**config.mk**
```make
export PLATFORM = sky130hd
export DESIGN_NAME = mips_cpu_lsu_flat
export DESIGN_NICKNAME = d
export VERILOG_FILES = /design/src/rtl/mips_lsu_pkg.sv /design/src/rtl/mips_cpu_lsu_if.sv /design/src/rtl/mips_lsu_align.sv /design/src/rtl/mips_cpu_lsu.sv /design/src/flat_wrapper.sv
export SDC_FILE = /design/constraint.sdc
export NUM_CORES = 1
export LEC_CHECK = 0
export CORE_MARGIN = 2
export CORE_UTILIZATION = 35
export DETAILED_ROUTE_END_ITERATION = 7
export GPL_ROUTABILITY_DRIVEN = 1
export GPL_TIMING_DRIVEN = 0
export PLACE_DENSITY = 0.7
export SETUP_SLACK_MARGIN = 0.15
export SLEW_MARGIN = 20
export SYNTH_ARGS = -nofsm -noshare
export SYNTH_HDL_FRONTEND = slang
export SYNTH_SLANG_ARGS = --single-unit
```
**constraint.sdc**
```tcl
create_clock -name clk -period 6.4 [get_ports clk]
set_input_delay 0.96 -clock clk [delete_from_list [all_inputs] [get_ports clk]]
set_output_delay 0.96 -clock clk [all_outputs]
set_load 0.02 [all_outputs]
```
**src/rtl/mips_lsu_pkg.sv**
```systemverilog
// Shared types and helpers for the MIPS load/store unit.
// Holds the access opcode enum, the FSM state enum, the all-ones word mask
// and small decode helpers used by both the LSU and its align datapath.
package mips_lsu_pkg;

    localparam int unsigned DATA_W = 32;
    localparam logic [DATA_W-1:0] WORD_MASK = 32'hFFFF_FFFF;

    typedef enum logic [3:0] {
        LB  = 4'd0,
        LBU = 4'd1,
        LH  = 4'd2,
        LHU = 4'd3,
        LW  = 4'd4,
        LWL = 4'd5,
        LWR = 4'd6,
        SB  = 4'd7,
        SH  = 4'd8,
        SW  = 4'd9
    } lsu_op_t;

    typedef enum logic [2:0] {
        IDLE = 3'd0,
        RD   = 3'd1,
        CAP  = 3'd2,
        WR   = 3'd3,
        DONE = 3'd4
    } lsu_state_t;

    function automatic logic is_load(input lsu_op_t op);
        return op inside {LB, LBU, LH, LHU, LW, LWL, LWR};
    endfunction

    function automatic logic is_store(input lsu_op_t op);
        return op inside {SB, SH, SW};
    endfunction

    // Words need offset 0, halves need an even offset; LWL/LWR are unaligned by design.
    function automatic logic is_misaligned(input lsu_op_t op, input logic [1:0] offset);
        case (op)
            LW, SW:      return offset != 2'd0;
            LH, LHU, SH: return offset[0];
            default:     return 1'b0;
        endcase
    endfunction

endpackage

```
**src/rtl/mips_cpu_lsu_if.sv**
```systemverilog
// CPU-side request/response and memory-side bus of the load/store unit.
// slave  : view of the LSU (accepts CPU requests, masters the memory bus).
// master : view of the environment (CPU issuing requests, memory answering).
interface mips_cpu_lsu_if
    import mips_lsu_pkg::*;
#(
    parameter int unsigned ADDR_W = 32
) ();

    logic              cpu_read;
    logic              cpu_write;
    lsu_op_t           cpu_op;
    logic [ADDR_W-1:0] cpu_addr;
    logic [31:0]       cpu_wdata;
    logic [31:0]       cpu_rt_old;
    logic [31:0]       cpu_rdata;
    logic              cpu_stall;
    logic              cpu_done;
    logic              cpu_addr_err;

    logic [ADDR_W-1:0] mem_address;
    logic              mem_read;
    logic              mem_write;
    logic [31:0]       mem_writedata;
    logic [31:0]       mem_readdata;

    modport slave (
        input  cpu_read, cpu_write, cpu_op, cpu_addr, cpu_wdata, cpu_rt_old,
        input  mem_readdata,
        output cpu_rdata, cpu_stall, cpu_done, cpu_addr_err,
        output mem_address, mem_read, mem_write, mem_writedata
    );

    modport master (
        output cpu_read, cpu_write, cpu_op, cpu_addr, cpu_wdata, cpu_rt_old,
        output mem_readdata,
        input  cpu_rdata, cpu_stall, cpu_done, cpu_addr_err,
        input  mem_address, mem_read, mem_write, mem_writedata
    );

endinterface

```
**src/rtl/mips_lsu_align.sv**
```systemverilog
// Combinational big-endian lane logic for the load/store unit.
// Inputs : op, byte offset, memory word, old rt value, store data.
// Outputs: load_result (extracted/extended/merged load value),
//          store_word  (read word with the addressed lanes replaced, or wdata for SW).
module mips_lsu_align
    import mips_lsu_pkg::*;
(
    input  lsu_op_t     op,
    input  logic [1:0]  offset,
    input  logic [31:0] mem_word,
    input  logic [31:0] rt_old,
    input  logic [31:0] wdata,
    output logic [31:0] load_result,
    output logic [31:0] store_word
);

    // Offset 0 is the most significant byte, so lanes sit at shift 8*(3-o).
    logic [4:0]  lwl_sh;
    logic [4:0]  byte_sh;
    logic [4:0]  half_sh;
    logic [7:0]  byte_val;
    logic [15:0] half_val;
    logic [31:0] byte_mask;
    logic [31:0] half_mask;

    always_comb begin
        lwl_sh    = {offset, 3'b000};
        byte_sh   = {~offset, 3'b000};
        half_sh   = {~offset[1], 4'b0000};
        byte_val  = 8'(mem_word >> byte_sh);
        half_val  = 16'(mem_word >> half_sh);
        byte_mask = 32'h0000_00FF << byte_sh;
        half_mask = 32'h0000_FFFF << half_sh;
    end

    // Load path
    always_comb begin
        load_result = mem_word;
        case (op)
            LB:      load_result = {{24{byte_val[7]}}, byte_val};
            LBU:     load_result = {24'h0, byte_val};
            LH:      load_result = {{16{half_val[15]}}, half_val};
            LHU:     load_result = {16'h0, half_val};
            LWL:     load_result = (mem_word << lwl_sh) | (rt_old & ~(WORD_MASK << lwl_sh));
            LWR:     load_result = (mem_word >> byte_sh) | (rt_old & ~(WORD_MASK >> byte_sh));
            default: load_result = mem_word;
        endcase
    end

    // Store path: read-modify-write merge for sub-word stores
    always_comb begin
        store_word = wdata;
        case (op)
            SB:      store_word = (mem_word & ~byte_mask) | ((32'(wdata[7:0]) << byte_sh) & byte_mask);
            SH:      store_word = (mem_word & ~half_mask) | ((32'(wdata[15:0]) << half_sh) & half_mask);
            default: store_word = wdata;
        endcase
    end

endmodule

```
**src/rtl/mips_cpu_lsu.sv**
```systemverilog
// Load/store unit between the CPU execute stage and the data memory.
// Ports: clk, reset (async, active-high), bus (mips_cpu_lsu_if.slave) carrying
//        the CPU request/response and the word-aligned memory strobes.
// Loads: IDLE->RD->CAP->DONE. SW: IDLE->WR->DONE. SB/SH: IDLE->RD->CAP->WR->DONE.
// Illegal or misaligned requests go straight to DONE with cpu_addr_err set.
module mips_cpu_lsu
    import mips_lsu_pkg::*;
#(
    parameter int unsigned ADDR_W = 32
) (
    input  logic           clk,
    input  logic           reset,
    mips_cpu_lsu_if.slave  bus
);

    lsu_state_t state;
    lsu_state_t state_nxt;
    logic       err_nxt;
    logic       req;
    logic       illegal;

    lsu_op_t     op_q;
    logic [1:0]  off_q;
    logic [31:0] load_result;
    logic [31:0] store_word;

    assign req = bus.cpu_read | bus.cpu_write;

    // Reject both strobes together, direction/opcode mismatches and misalignment.
    assign illegal = (bus.cpu_read & bus.cpu_write)
                   | (bus.cpu_read  & ~is_load(bus.cpu_op))
                   | (bus.cpu_write & ~is_store(bus.cpu_op))
                   | is_misaligned(bus.cpu_op, bus.cpu_addr[1:0]);

    // Stall is a live function of the request; forced low while in reset.
    assign bus.cpu_stall = req && (state != DONE) && !reset;

    mips_lsu_align u_align (
        .op          (op_q),
        .offset      (off_q),
        .mem_word    (bus.mem_readdata),
        .rt_old      (bus.cpu_rt_old),
        .wdata       (bus.cpu_wdata),
        .load_result (load_result),
        .store_word  (store_word)
    );

    // State register
    always_ff @(posedge clk or posedge reset) begin
        if (reset) begin
            state <= IDLE;
        end else begin
            state <= state_nxt;
        end
    end

    // Next-state logic
    always_comb begin
        state_nxt = state;
        err_nxt   = 1'b0;
        case (state)
            IDLE: begin
                if (req) begin
                    if (illegal) begin
                        state_nxt = DONE;
                        err_nxt   = 1'b1;
                    end else if (bus.cpu_op == SW) begin
                        state_nxt = WR;
                    end else begin
                        state_nxt = RD;
                    end
                end
            end
            RD:      state_nxt = CAP;
            CAP:     state_nxt = is_load(op_q) ? DONE : WR;
            WR:      state_nxt = DONE;
            DONE:    state_nxt = IDLE;
            default: state_nxt = IDLE;
        endcase
    end

    // Registered outputs and transaction context
    always_ff @(posedge clk or posedge reset) begin
        if (reset) begin
            bus.mem_read      <= 1'b0;
            bus.mem_write     <= 1'b0;
            bus.mem_address   <= '0;
            bus.mem_writedata <= '0;
            bus.cpu_done      <= 1'b0;
            bus.cpu_rdata     <= '0;
            bus.cpu_addr_err  <= 1'b0;
            op_q              <= LB;
            off_q             <= 2'd0;
        end else begin
            bus.mem_read  <= (state_nxt == RD);
            bus.mem_write <= (state_nxt == WR);
            bus.cpu_done  <= (state_nxt == DONE);

            // Latch the request so an in-flight transaction completes consistently.
            if (state == IDLE && req) begin
                op_q            <= bus.cpu_op;
                off_q           <= bus.cpu_addr[1:0];
                bus.mem_address <= {bus.cpu_addr[ADDR_W-1:2], 2'b00};
            end

            if (state == IDLE && state_nxt == WR) begin
                bus.mem_writedata <= bus.cpu_wdata;
            end

            if (state == CAP) begin
                if (is_load(op_q)) begin
                    bus.cpu_rdata <= load_result;
                end else begin
                    bus.mem_writedata <= store_word;
                end
            end

            if (state_nxt == DONE) begin
                bus.cpu_addr_err <= err_nxt;
            end
        end
    end

endmodule
```
**src/flat_wrapper.sv**
```systemverilog
// flat-port wrapper written by rule: the top's interface ports become plain ports
module mips_cpu_lsu_flat import mips_lsu_pkg::*;
#(
    parameter int unsigned ADDR_W = 32
)
  (clk, reset, bus_cpu_read, bus_cpu_write, bus_cpu_op, bus_cpu_addr, bus_cpu_wdata, bus_cpu_rt_old, bus_mem_readdata, bus_cpu_rdata, bus_cpu_stall, bus_cpu_done, bus_cpu_addr_err, bus_mem_address, bus_mem_read, bus_mem_write, bus_mem_writedata);
  mips_cpu_lsu_if #(.ADDR_W(ADDR_W)) bus_i ();
  input  logic clk;
  input  logic reset;
  input wire logic [$bits(bus_i.cpu_read)-1:0] bus_cpu_read;
  input wire logic [$bits(bus_i.cpu_write)-1:0] bus_cpu_write;
  input wire logic [$bits(bus_i.cpu_op)-1:0] bus_cpu_op;
  input wire logic [$bits(bus_i.cpu_addr)-1:0] bus_cpu_addr;
  input wire logic [$bits(bus_i.cpu_wdata)-1:0] bus_cpu_wdata;
  input wire logic [$bits(bus_i.cpu_rt_old)-1:0] bus_cpu_rt_old;
  input wire logic [$bits(bus_i.mem_readdata)-1:0] bus_mem_readdata;
  output wire logic [$bits(bus_i.cpu_rdata)-1:0] bus_cpu_rdata;
  output wire logic [$bits(bus_i.cpu_stall)-1:0] bus_cpu_stall;
  output wire logic [$bits(bus_i.cpu_done)-1:0] bus_cpu_done;
  output wire logic [$bits(bus_i.cpu_addr_err)-1:0] bus_cpu_addr_err;
  output wire logic [$bits(bus_i.mem_address)-1:0] bus_mem_address;
  output wire logic [$bits(bus_i.mem_read)-1:0] bus_mem_read;
  output wire logic [$bits(bus_i.mem_write)-1:0] bus_mem_write;
  output wire logic [$bits(bus_i.mem_writedata)-1:0] bus_mem_writedata;
  assign bus_i.cpu_read = bus_cpu_read;
  assign bus_i.cpu_write = bus_cpu_write;
  assign bus_i.cpu_op = bus_cpu_op;
  assign bus_i.cpu_addr = bus_cpu_addr;
  assign bus_i.cpu_wdata = bus_cpu_wdata;
  assign bus_i.cpu_rt_old = bus_cpu_rt_old;
  assign bus_i.mem_readdata = bus_mem_readdata;
  assign bus_cpu_rdata = bus_i.cpu_rdata;
  assign bus_cpu_stall = bus_i.cpu_stall;
  assign bus_cpu_done = bus_i.cpu_done;
  assign bus_cpu_addr_err = bus_i.cpu_addr_err;
  assign bus_mem_address = bus_i.mem_address;
  assign bus_mem_read = bus_i.mem_read;
  assign bus_mem_write = bus_i.mem_write;
  assign bus_mem_writedata = bus_i.mem_writedata;
  mips_cpu_lsu #(.ADDR_W(ADDR_W)) u_core (.clk(clk), .reset(reset), .bus(bus_i));
endmodule
```
==> results of run 1 <==
[worst register-to-register path, stage by stage (launching register included)]
cell and delay [ns]:
dfrtp_1 0.42, clkbuf_1 0.22, nor3b_1 0.94, clkbuf_1 0.53
a221oi_1 0.19, o211ai_1 0.14, o21ai_0 0.19, o21ai_0 0.22
[power groups by stage]
| stage | clock (W) | combinational (W) | sequential, W |
|---|---|---|---|
| 2_1_floorplan | 0 | 0.00137 | 0.00157 |
| 3_3_place_gp | 0 | 0.00296 | 0.00120 |
| 3_5_place_dp | 0 | 0.00299 | 0.00122 |
| 4_1_cts | 0.000608 | 0.00300 | 0.00120 |
| 5_1_grt | 0.000633 | 0.00324 | 0.00124 |
| 6_report | 0.000598 | 0.00303 | 0.00120 |
[state kept, by name, indices dropped and copies added (netlist names), 2 cells and up]
register	flops
u_core.off_q	2
u_core.op_q	4
u_core.bus.cpu_rdata	32
u_core.state	3
u_core.bus.mem_writedata	32
u_core.bus.mem_address	30
[worst paths after layout]
| path | from | to | slack [ns] |
|---|---|---|---|
| worst min register to register | u_core.bus.cpu_rdata[16]$_DFFE_PP0P_ | u_core.bus.cpu_rdata[16]$_DFFE_PP0P_ | 0.48 |
| worst max register to register | u_core.op_q[2]$_DFFE_PP0P_ | u_core.bus.cpu_rdata[1]$_DFFE_PP0P_ | 3.48 |
| worst max-delay path | bus_cpu_write | bus_cpu_stall | 2.95 |
| worst min-delay path | u_core.bus.cpu_rdata[16]$_DFFE_PP0P_ | u_core.bus.cpu_rdata[16]$_DFFE_PP0P_ | 0.48 |
| min in group asynchronous | reset | u_core.bus.mem_address[18]$_DFFE_PP0P_ | 0.96 |
| max in group asynchronous | reset | u_core.bus.cpu_rdata[2]$_DFFE_PP0P_ | 4.73 |
[logic make-up after synthesis]
kind of cell	Yosys count	synth area share, %
flip-flops	107	40.0
AND/OR/NAND/NOR	211	13.7
AO/OA/AOI/OAI	246	23.9
multiplexers	102	17.9
other	1	0.0560
buffers and inverters	69	4.44
[stage by stage]
step / setup slack (ns) / power (W) / hold slack (ns) / std cells / utilization, %
2_1_floorplan: 2.62 / 0.00294 / 0.587 / 737 / -
3_3_place_gp: 0.867 / 0.00416 / 0.464 / 1204 / 49.7
3_5_place_dp: 2.77 / 0.00420 / 0.470 / 1205 / 49.9
4_1_cts: 2.97 / 0.00481 / 0.489 / 1221 / 51.6
5_1_grt: 2.83 / 0.00512 / 0.506 / 1221 / 51.6
6_report: 2.95 / 0.00483 / 0.484 / 1221 / 51.6
[area by class of cell]
class                   count  area (um^2)
clock inverters             7         96.3
inverters                   7         31.3
multi-input cells         561         3740
flip-flops and latches    107         2680
well taps                 234          293
plain buffers              62          272
repair buffers            234         2360
clock buffers               9          225
fillers                  1781         9080
[Yosys cell counts, types with 15 or more instances]
| library cell | number |
|---|---|
| a21oi_1 | 39 |
| a221o_1 | 16 |
| a22oi_1 | 16 |
| a31oi_1 | 17 |
| clkbuf_1 | 42 |
| dfrtp_1 | 107 |
| mux2_2 | 64 |
| mux2i_1 | 30 |
| nand2_1 | 110 |
| nor2_1 | 50 |
| o211ai_1 | 15 |
| o21ai_0 | 71 |
| o22ai_1 | 25 |
[routing by layer]
metal  vias up  track usage (%)  wire, um
li1       3237                -         -
met1      3457             35.6     11200
met2       483             40.6     12100
met3        82             5.55      2630
met4         0             11.5      1140
met5         -                0         0
==> results.py, run 1 <==
metrics = {
    "status": {
        "status": "completed",
    },
    "die": {
        "core_area_um2": 18800,
        "pin_count": 237,
        "start_util_pct": 35.7,
        "die-area_um2": 20300,
        "die_w_um": 142,
        "row_count": 50,
        "die_h_um": 142,
    },
    "clocking": {
        "clk_pin_slew_worst_paths_ns": 0.08,
        "cts_tree": "yes",
        "clock_latency_ns": 0.37,
        "numClockSinks": 107,
        "cts_hold_buf": 0,
        "post_cts_buffers": 0,
        "root_buffer": "clkbuf_16",
        "post_cts_resized": 0,
        "h-tree-depth": 3,
        "cts_max_path_buffers": 2,
        "cts_buffers": 9,
    },
    "timing": {
        "max_freq_ghz": 0.290,
        "finalSetupViolations": 0,
        "rsz0062_at_grt": "no",
        "finalCritPeriodShare_pct": 53.8,
        "slew_viol_final": 0,
        "relSlewSlack_pct": 26.4,
        "fin_tns_setup_ns": 0,
        "final.min_clock_period_ns": 3.45,
        "hold_viol": 0,
        "finalClockSkew_ns": 0.0147,
        "worst-slew-pin-transition_ns": 1.10,
    },
    "logic_synthesis": {
        "synth_cells": 736,
        "yosysTopAreaCellShare_pct": 40.0,
        "ys_ff_latch": 107,
        "yosys.area.top_type": "dfrtp_1",
        "syn_avg_cell_area_um2": 9.10,
        "synth_edf_count": 0,
        "syn_area_um2": 6700,
        "synthArstFlopShare_pct": 100,
        "ys_top_cells_by_area": "dfrtp_1, mux2_2, nand2_1, o21ai_0, mux2i_1",
        "ys_warn_count": 0,
        "synth_cell_types": 57,
        "ys_seq_area_share_pct": 40.0,
        "yosys_most_used_dff": "dfrtp_1",
    },
    "global_routing": {
        "grt_max_degree": 75,
        "antenna_found_initial": 0,
        "grt_pass1_wl_um": 40700,
        "grt_usage_pct": 26.3,
        "grt_overflow": 0,
        "first_global_vias": 6936,
    },
    "critical_path": {
        "cp.required_ns": 5.44,
        "max_stage_delay_ns": 0.66,
        "cp_slowest_cell": "clkdlybuf4s50_1",
        "crit_type": "in2out",
        "crit_chain": "clkdlybuf4s50_1 > nor2_1 > a211oi_1 > clkdlybuf4s50_1",
        "critical_path_buf_inv_count": 2,
        "cp.depth": 4,
        "reg2reg_depth": 7,
        "crit_arrival_ns": 2.49,
        "critPathTopFamily": "buffers and inverters",
        "cpMostUsedCell": "clkdlybuf4s50_1",
        "crit_fanout": 4,
        "endpoint_kind": "output port",
        "critPathLaunchType": "primary input",
    },
    "place": {
        "place_area_um2": 9370,
        "port_buffers": 233,
        "dp_hpwl_um": 20700,
        "gp_congestion": 0.973,
    },
    "route": {
        "vias": 7259,
        "drtPass1Iterations": 6,
        "vias_per_cell": 5.95,
        "remaining_drc_errors": 0,
        "drtAntennaViolNets": 0,
        "dr.first_iter.drc_count": 789,
        "wl_per_cell_um": 22.2,
        "wirelength_um": 27000,
    },
    "min_path": {
        "hold_class": "reg2reg",
        "min_path_cells": 2,
    },
    "pwr": {
        "seqPwrFrac_pct": 24.9,
        "ir_worst_vdd_mv": 0.253,
        "p_sw_w": 0.00221,
        "power.leakage_nw": 3.88,
        "p_int_w": 0.00262,
        "power.density_nw_per_um2": 498,
        "p_clk_share_pct": 12.4,
        "comb_power_share_pct": 62.7,
        "p_sw_share_pct": 45.8,
    },
    "flow_run": {
        "max_cap_viol_count": 0,
    },
    "finish": {
        "syn2layout_area_growth_pct": 44.6,
        "fin_nets": 1118,
        "fin_area_um2": 9690,
        "mostFrequentLayoutCell": "clkdlybuf4s50_1",
        "n_antenna_cell": 0,
        "layout_common_cells": "clkdlybuf4s50_1, nand2_1, dfrtp_1, o21ai_0, mux2_2",
        "drive_gt1_share_pct": 11.9,
    },
}
(Power assumes the default switching activity.)
==> run 2, diff against run 1 <==
- clock period: 6.4 -> 3.2 ns (I/O delays scaled with it)
==> run 2 against run 1 <==
  * Sequential share of layout area shrank 0.082 points
  * Combinational power grew 100%
  * First-iteration DRC count shrank 17%
==> results.py, run 2 (synthesized netlist as in run 1, its figures left out) <==
metrics = {
    "status": {
        "status": "completed",
    },
    "critical_path": {
        "rr_endpoint": "u_core.bus.cpu_rdata[1]$_DFFE_PP0P_",
        "critPathTopFamily": "simple AND/OR/NAND/NOR gates",
        "cp_slowest_cell": "nor3b_1",
        "critPathLaunchType": "flip-flop",
        "cp.required_ns": 3.48,
        "cp.depth": 7,
        "endpoint": "u_core.bus.cpu_rdata[1]$_DFFE_PP0P_",
        "reg2reg_depth": 7,
        "crit_chain": "clkbuf_1 > nor3b_1 > clkbuf_1 > a221oi_1 > o211ai_1 > o21ai_0 > o21ai_0",
        "crit_arrival_ns": 3.23,
        "regToRegSetupSlack_ns": 0.25,
        "r2r-start": "u_core.op_q[2]$_DFFE_PP0P_",
        "startpoint": "u_core.op_q[2]$_DFFE_PP0P_",
        "endpoint_kind": "flip-flop",
        "critical_path_buf_inv_count": 2,
        "crit_fanout": 10,
        "max_stage_delay_ns": 0.97,
        "crit_type": "reg2reg",
    },
    "global_routing": {
        "grt_overflow": 0,
        "antenna_found_initial": 0,
        "grt_pass1_wl_um": 40900,
        "grt_max_degree": 30,
        "first_global_vias": 7107,
        "grt_usage_pct": 26.4,
    },
    "clocking": {
        "post_cts_buffers": 0,
        "cts_max_path_buffers": 2,
        "cts_buffers": 9,
        "clock_latency_ns": 0.37,
        "clk_pin_slew_worst_paths_ns": 0.08,
        "cts_hold_buf": 0,
        "h-tree-depth": 3,
        "cts_tree": "yes",
        "root_buffer": "clkbuf_16",
        "post_cts_resized": 0,
        "numClockSinks": 107,
    },
    "route": {
        "wirelength_um": 27200,
        "remaining_drc_errors": 0,
        "drtPass1Iterations": 6,
        "vias": 7306,
        "drtAntennaViolNets": 0,
        "wl_per_cell_um": 22.3,
        "dr.first_iter.drc_count": 654,
        "vias_per_cell": 5.97,
    },
    "timing": {
        "finalClockSkew_ns": 0.00712,
        "finalCritPeriodShare_pct": 92.3,
        "whs_ns": 0.483,
        "rsz0062_at_grt": "no",
        "hold_viol": 0,
        "max_freq_ghz": 0.339,
        "worst-slew-pin-transition_ns": 1.14,
        "fin_tns_setup_ns": 0,
        "finalSetupViolations": 0,
        "slew_viol_final": 0,
        "relSlewSlack_pct": 24.1,
        "final.min_clock_period_ns": 2.95,
    },
    "place": {
        "dp_hpwl_um": 21000,
        "gp_congestion": 0.982,
        "place_area_um2": 9400,
        "port_buffers": 233,
    },
    "pwr": {
        "power.density_nw_per_um2": 994,
        "comb_power_share_pct": 63.0,
        "p_clk_share_pct": 12.2,
        "p_sw_w": 0.00443,
        "ir_worst_vdd_mv": 0.555,
        "power.leakage_nw": 3.89,
        "p_int_w": 0.00523,
        "seqPwrFrac_pct": 24.8,
        "p_sw_share_pct": 45.8,
    },
    "finish": {
        "reg.largest.list": "u_core.bus.cpu_rdata: 32 flops, u_core.bus.mem_writedata: 32 flops, u_core.bus.mem_address: 30 flops",
        "drive_gt1_share_pct": 12.0,
        "syn2layout_area_growth_pct": 45.1,
        "fillCellCount": 1773,
        "multiInputGateArea_um2": 3740,
        "seq_area_um2": 2680,
        "fin_area_um2": 9720,
        "mostFrequentLayoutCell": "clkdlybuf4s50_1",
        "layout_common_cells": "clkdlybuf4s50_1, nand2_1, dfrtp_1, o21ai_0, mux2_2",
        "n_antenna_cell": 0,
        "fin_util_pct": 51.8,
        "fin_nets": 1120,
    },
    "die": {
        "pin_count": 237,
        "die_w_um": 142,
        "die_h_um": 142,
        "start_util_pct": 35.7,
        "core_area_um2": 18800,
        "die-area_um2": 20300,
        "row_count": 50,
    },
    "flow_run": {
        "max_cap_viol_count": 0,
    },
    "min_path": {
        "hold_class": "reg2reg",
    },
}
==> run 2: per-layer routing <==
metal  wire, um  GRT usage, %
met1      11200          35.6
met2      12100          40.9
met3       2730          5.28
met4       1260          12.6
met5          0             0
==> run 2: worst min-delay path by stage <==
stage / cells after the start / startpoint / slack, ns / to
after floorplan: 2 / u_core.op_q[1]$_DFFE_PP0P_ / 0.59 / u_core.op_q[1]$_DFFE_PP0P_
after global placement: 2 / u_core.bus.cpu_rdata[3]$_DFFE_PP0P_ / 0.46 / u_core.bus.cpu_rdata[3]$_DFFE_PP0P_
after detailed placement: 2 / u_core.bus.cpu_rdata[4]$_DFFE_PP0P_ / 0.47 / u_core.bus.cpu_rdata[4]$_DFFE_PP0P_
after CTS: 3 / bus_cpu_op[1] / 0.48 / u_core.op_q[1]$_DFFE_PP0P_
after global routing: 2 / u_core.bus.cpu_rdata[3]$_DFFE_PP0P_ / 0.51 / u_core.bus.cpu_rdata[3]$_DFFE_PP0P_
final: 2 / u_core.bus.cpu_rdata[4]$_DFFE_PP0P_ / 0.48 / u_core.bus.cpu_rdata[4]$_DFFE_PP0P_
==> run 2: power groups by stage <==
stage                     clock, W  sequential [W]  combinational, W
after floorplan                  0         0.00314           0.00274
after global placement           0         0.00241           0.00592
after detailed placement         0         0.00243           0.00598
after CTS                  0.00120         0.00240           0.00599
after global routing       0.00125         0.00248           0.00646
final                      0.00118         0.00240           0.00609
==> run 2: final cells by class <==
| cell class | instances | share of cell area, % |
|---|---|---|
| well taps | 234 | 3.01 |
| clock buffers | 9 | 2.32 |
| inverters | 7 | 0.309 |
| multi-input cells | 561 | 38.4 |
| flip-flops and latches | 107 | 27.5 |
| plain buffers | 62 | 2.79 |
| clock inverters | 7 | 0.965 |
| repair buffers | 236 | 24.6 |
==> run 2: worst min-delay path, stage by stage (launching register included) <==
cell	delay [ns]
dfrtp_1	0.34
nand2_1	0.05
o21ai_0	0.06
==> run 2: per-stage QoR <==
step / cells / worst slack [ns] / total power [W]
floorplan: 737 / 0.952 / 0.00588
global placement: 1204 / -0.141 / 0.00833
detailed placement: 1207 / 0.0932 / 0.00841
CTS: 1223 / 0.392 / 0.00960
global route: 1223 / 0.220 / 0.0102
finish: 1223 / 0.246 / 0.00966
==> run 3, diff against run 2 <==
- CORE_UTILIZATION: 35 -> 25
- PLACE_DENSITY: 0.7 -> 0.55
- SLEW_MARGIN: 20 -> not set
==> run 3 against run 2 <==
  * Clock skew increased by 0.0090 ns
  * Sequential share of layout area shrank 0.29 points
  * Maximum frequency grew 3.8%
  * Worst setup slack improved by 0.11 ns
  * Non-clock buffer count did not move
  * Critical path depth stayed put
  * Sequential power about the same
  * Clock power is essentially flat
  * Wire length increased by 7.8%
  * Via count decreased by 2.6%
  * Largest power group unchanged
==> results.py, run 3 (synthesized netlist as in run 1, its figures left out) <==
metrics = {
    "finish": {
        "fin_area_um2": 9820,
        "n_antenna_cell": 0,
        "syn2layout_area_growth_pct": 46.6,
        "fin_util_pct": 37.5,
        "layout_common_cells": "clkdlybuf4s50_1, nand2_1, dfrtp_1, o21ai_0, mux2_2",
        "drive_gt1_share_pct": 12.0,
        "fin_nets": 1120,
        "mostFrequentLayoutCell": "clkdlybuf4s50_1",
        "reg.largest.list": "u_core.bus.cpu_rdata: 32 flops, u_core.bus.mem_writedata: 32 flops, u_core.bus.mem_address: 30 flops",
    },
    "global_routing": {
        "grtUsageMet2_pct": 32.9,
        "met1_usage_pct": 27.9,
        "grt_pass1_wl_um": 44700,
        "first_global_vias": 7172,
        "grt_overflow": 0,
        "grt_max_degree": 36,
        "antenna_found_initial": 0,
        "grt_use_met3_pct": 5.22,
        "grt.busiest_layer": "met2",
        "grt_usage_pct": 20.8,
    },
    "clocking": {
        "cts_max_path_buffers": 2,
        "post_cts_buffers": 0,
        "cts_hold_buf": 0,
        "numClockSinks": 107,
        "clk_pin_slew_worst_paths_ns": 0.08,
        "cts_tree": "yes",
        "h-tree-depth": 3,
        "cts_buffers": 9,
        "post_cts_resized": 1,
        "root_buffer": "clkbuf_16",
        "clock_latency_ns": 0.37,
    },
    "timing": {
        "finalSetupViolations": 0,
        "relSlewSlack_pct": 16.6,
        "finalCritPeriodShare_pct": 89.0,
        "final.min_clock_period_ns": 2.85,
        "whs_ns": 0.479,
        "hold_viol": 0,
        "rsz0062_at_grt": "no",
        "finalClockSkew_ns": 0.0161,
        "max_freq_ghz": 0.351,
        "slew_viol_final": 0,
        "setup_ws_ns": 0.353,
        "worst-slew-pin-transition_ns": 1.24,
    },
    "die": {
        "die_w_um": 168,
        "row_count": 59,
        "die_h_um": 168,
        "die-area_um2": 28100,
        "start_util_pct": 25.6,
        "core_area_um2": 26200,
        "pin_count": 237,
    },
    "min_path": {
        "hold_class": "reg2reg",
    },
    "critical_path": {
        "crit_fanout": 8,
        "crit_type": "in2reg",
        "crit_arrival_ns": 3.08,
        "cp.required_ns": 3.43,
        "endpoint_kind": "flip-flop",
        "critPathLaunchType": "primary input",
    },
    "place": {
        "gp_congestion": 0.922,
        "dp_hpwl_um": 22800,
        "place_area_um2": 9520,
        "pre_cts_ws_ns": -0.289,
        "port_buffers": 233,
    },
    "route": {
        "vias_per_cell": 5.38,
        "drtAntennaViolNets": 0,
        "drtPass1Iterations": 8,
        "wl_per_cell_um": 22.2,
        "wirelength_um": 29400,
        "vias": 7118,
        "remaining_drc_errors": 0,
        "dr.first_iter.drc_count": 583,
    },
    "pwr": {
        "power.leakage_nw": 3.89,
        "ir_worst_vdd_mv": 0.369,
        "power.density_nw_per_um2": 979,
    },
    "flow_run": {
        "max_cap_viol_count": 0,
    },
    "status": {
        "status": "completed",
    },
}
## run 3: path summary, 6_finish.rpt
check / start / to / depth (start not counted) / slack, ns
min in group asynchronous: reset / u_core.bus.cpu_addr_err$_DFFE_PP0P_ / 2 / 0.64
setup reg to reg: u_core.off_q[0]$_DFFE_PP0P_ / u_core.bus.mem_writedata[5]$_DFF_PP0_ / 7 / 0.41
hold reg to reg: u_core.bus.cpu_rdata[3]$_DFFE_PP0P_ / u_core.bus.cpu_rdata[3]$_DFFE_PP0P_ / 2 / 0.48
hold / removal: u_core.bus.cpu_rdata[3]$_DFFE_PP0P_ / u_core.bus.cpu_rdata[3]$_DFFE_PP0P_ / 2 / 0.48
max in group asynchronous: reset / u_core.bus.cpu_rdata[4]$_DFFE_PP0P_ / 4 / 1.77
setup / recovery: bus_mem_readdata[31] / u_core.bus.cpu_rdata[15]$_DFFE_PP0P_ / 7 / 0.35
## run 3: routing by layer
metal  routed length [um]  vias to the layer above
met1                13000                     3475
li1                     -                     3250
met5                    0                        -
met4                  731                        0
met2                13400                      351
met3                 2270                       42
## run 3: critical path, cell delays in order
cell	delay, ns
clkdlybuf4s50_1	0.61
mux4_2	0.55
o21a_1	0.18
nor2_1	0.59
o311ai_0	0.27
o21ai_0	0.25
o21ai_0	0.14
## run 3: power breakdown
| group | internal [W] | leakage (nW) | switching [W] |
|---|---|---|---|
| Clock | 0.000582 | 0.148 | 0.000568 |
| Combinational | 0.00264 | 2.48 | 0.00343 |
| Sequential | 0.00203 | 1.26 | 0.000373 |
## run 3: cell type report
| class | count | area [um^2] |
|---|---|---|
| Clock buffer | 11 | 253 |
| Timing Repair Buffer | 236 | 2390 |
| Clock inverter | 5 | 42.5 |
| Fill cell | 2635 | 16400 |
| Multi-Input combinational cell | 561 | 3740 |
| Tap cell | 335 | 419 |
| Buffer | 62 | 272 |
| Sequential cell | 107 | 2680 |
| Inverter | 7 | 30.0 |
## run 3: metrics by stage
step           setup TNS [ns]  std cells  power [W]
4_1_cts                     0       1324    0.00965
2_1_floorplan               0        737    0.00588
5_1_grt                     0       1324     0.0102
3_3_place_gp            -2.60       1305    0.00840
6_report                    0       1324    0.00962
3_5_place_dp            -3.69       1308    0.00844
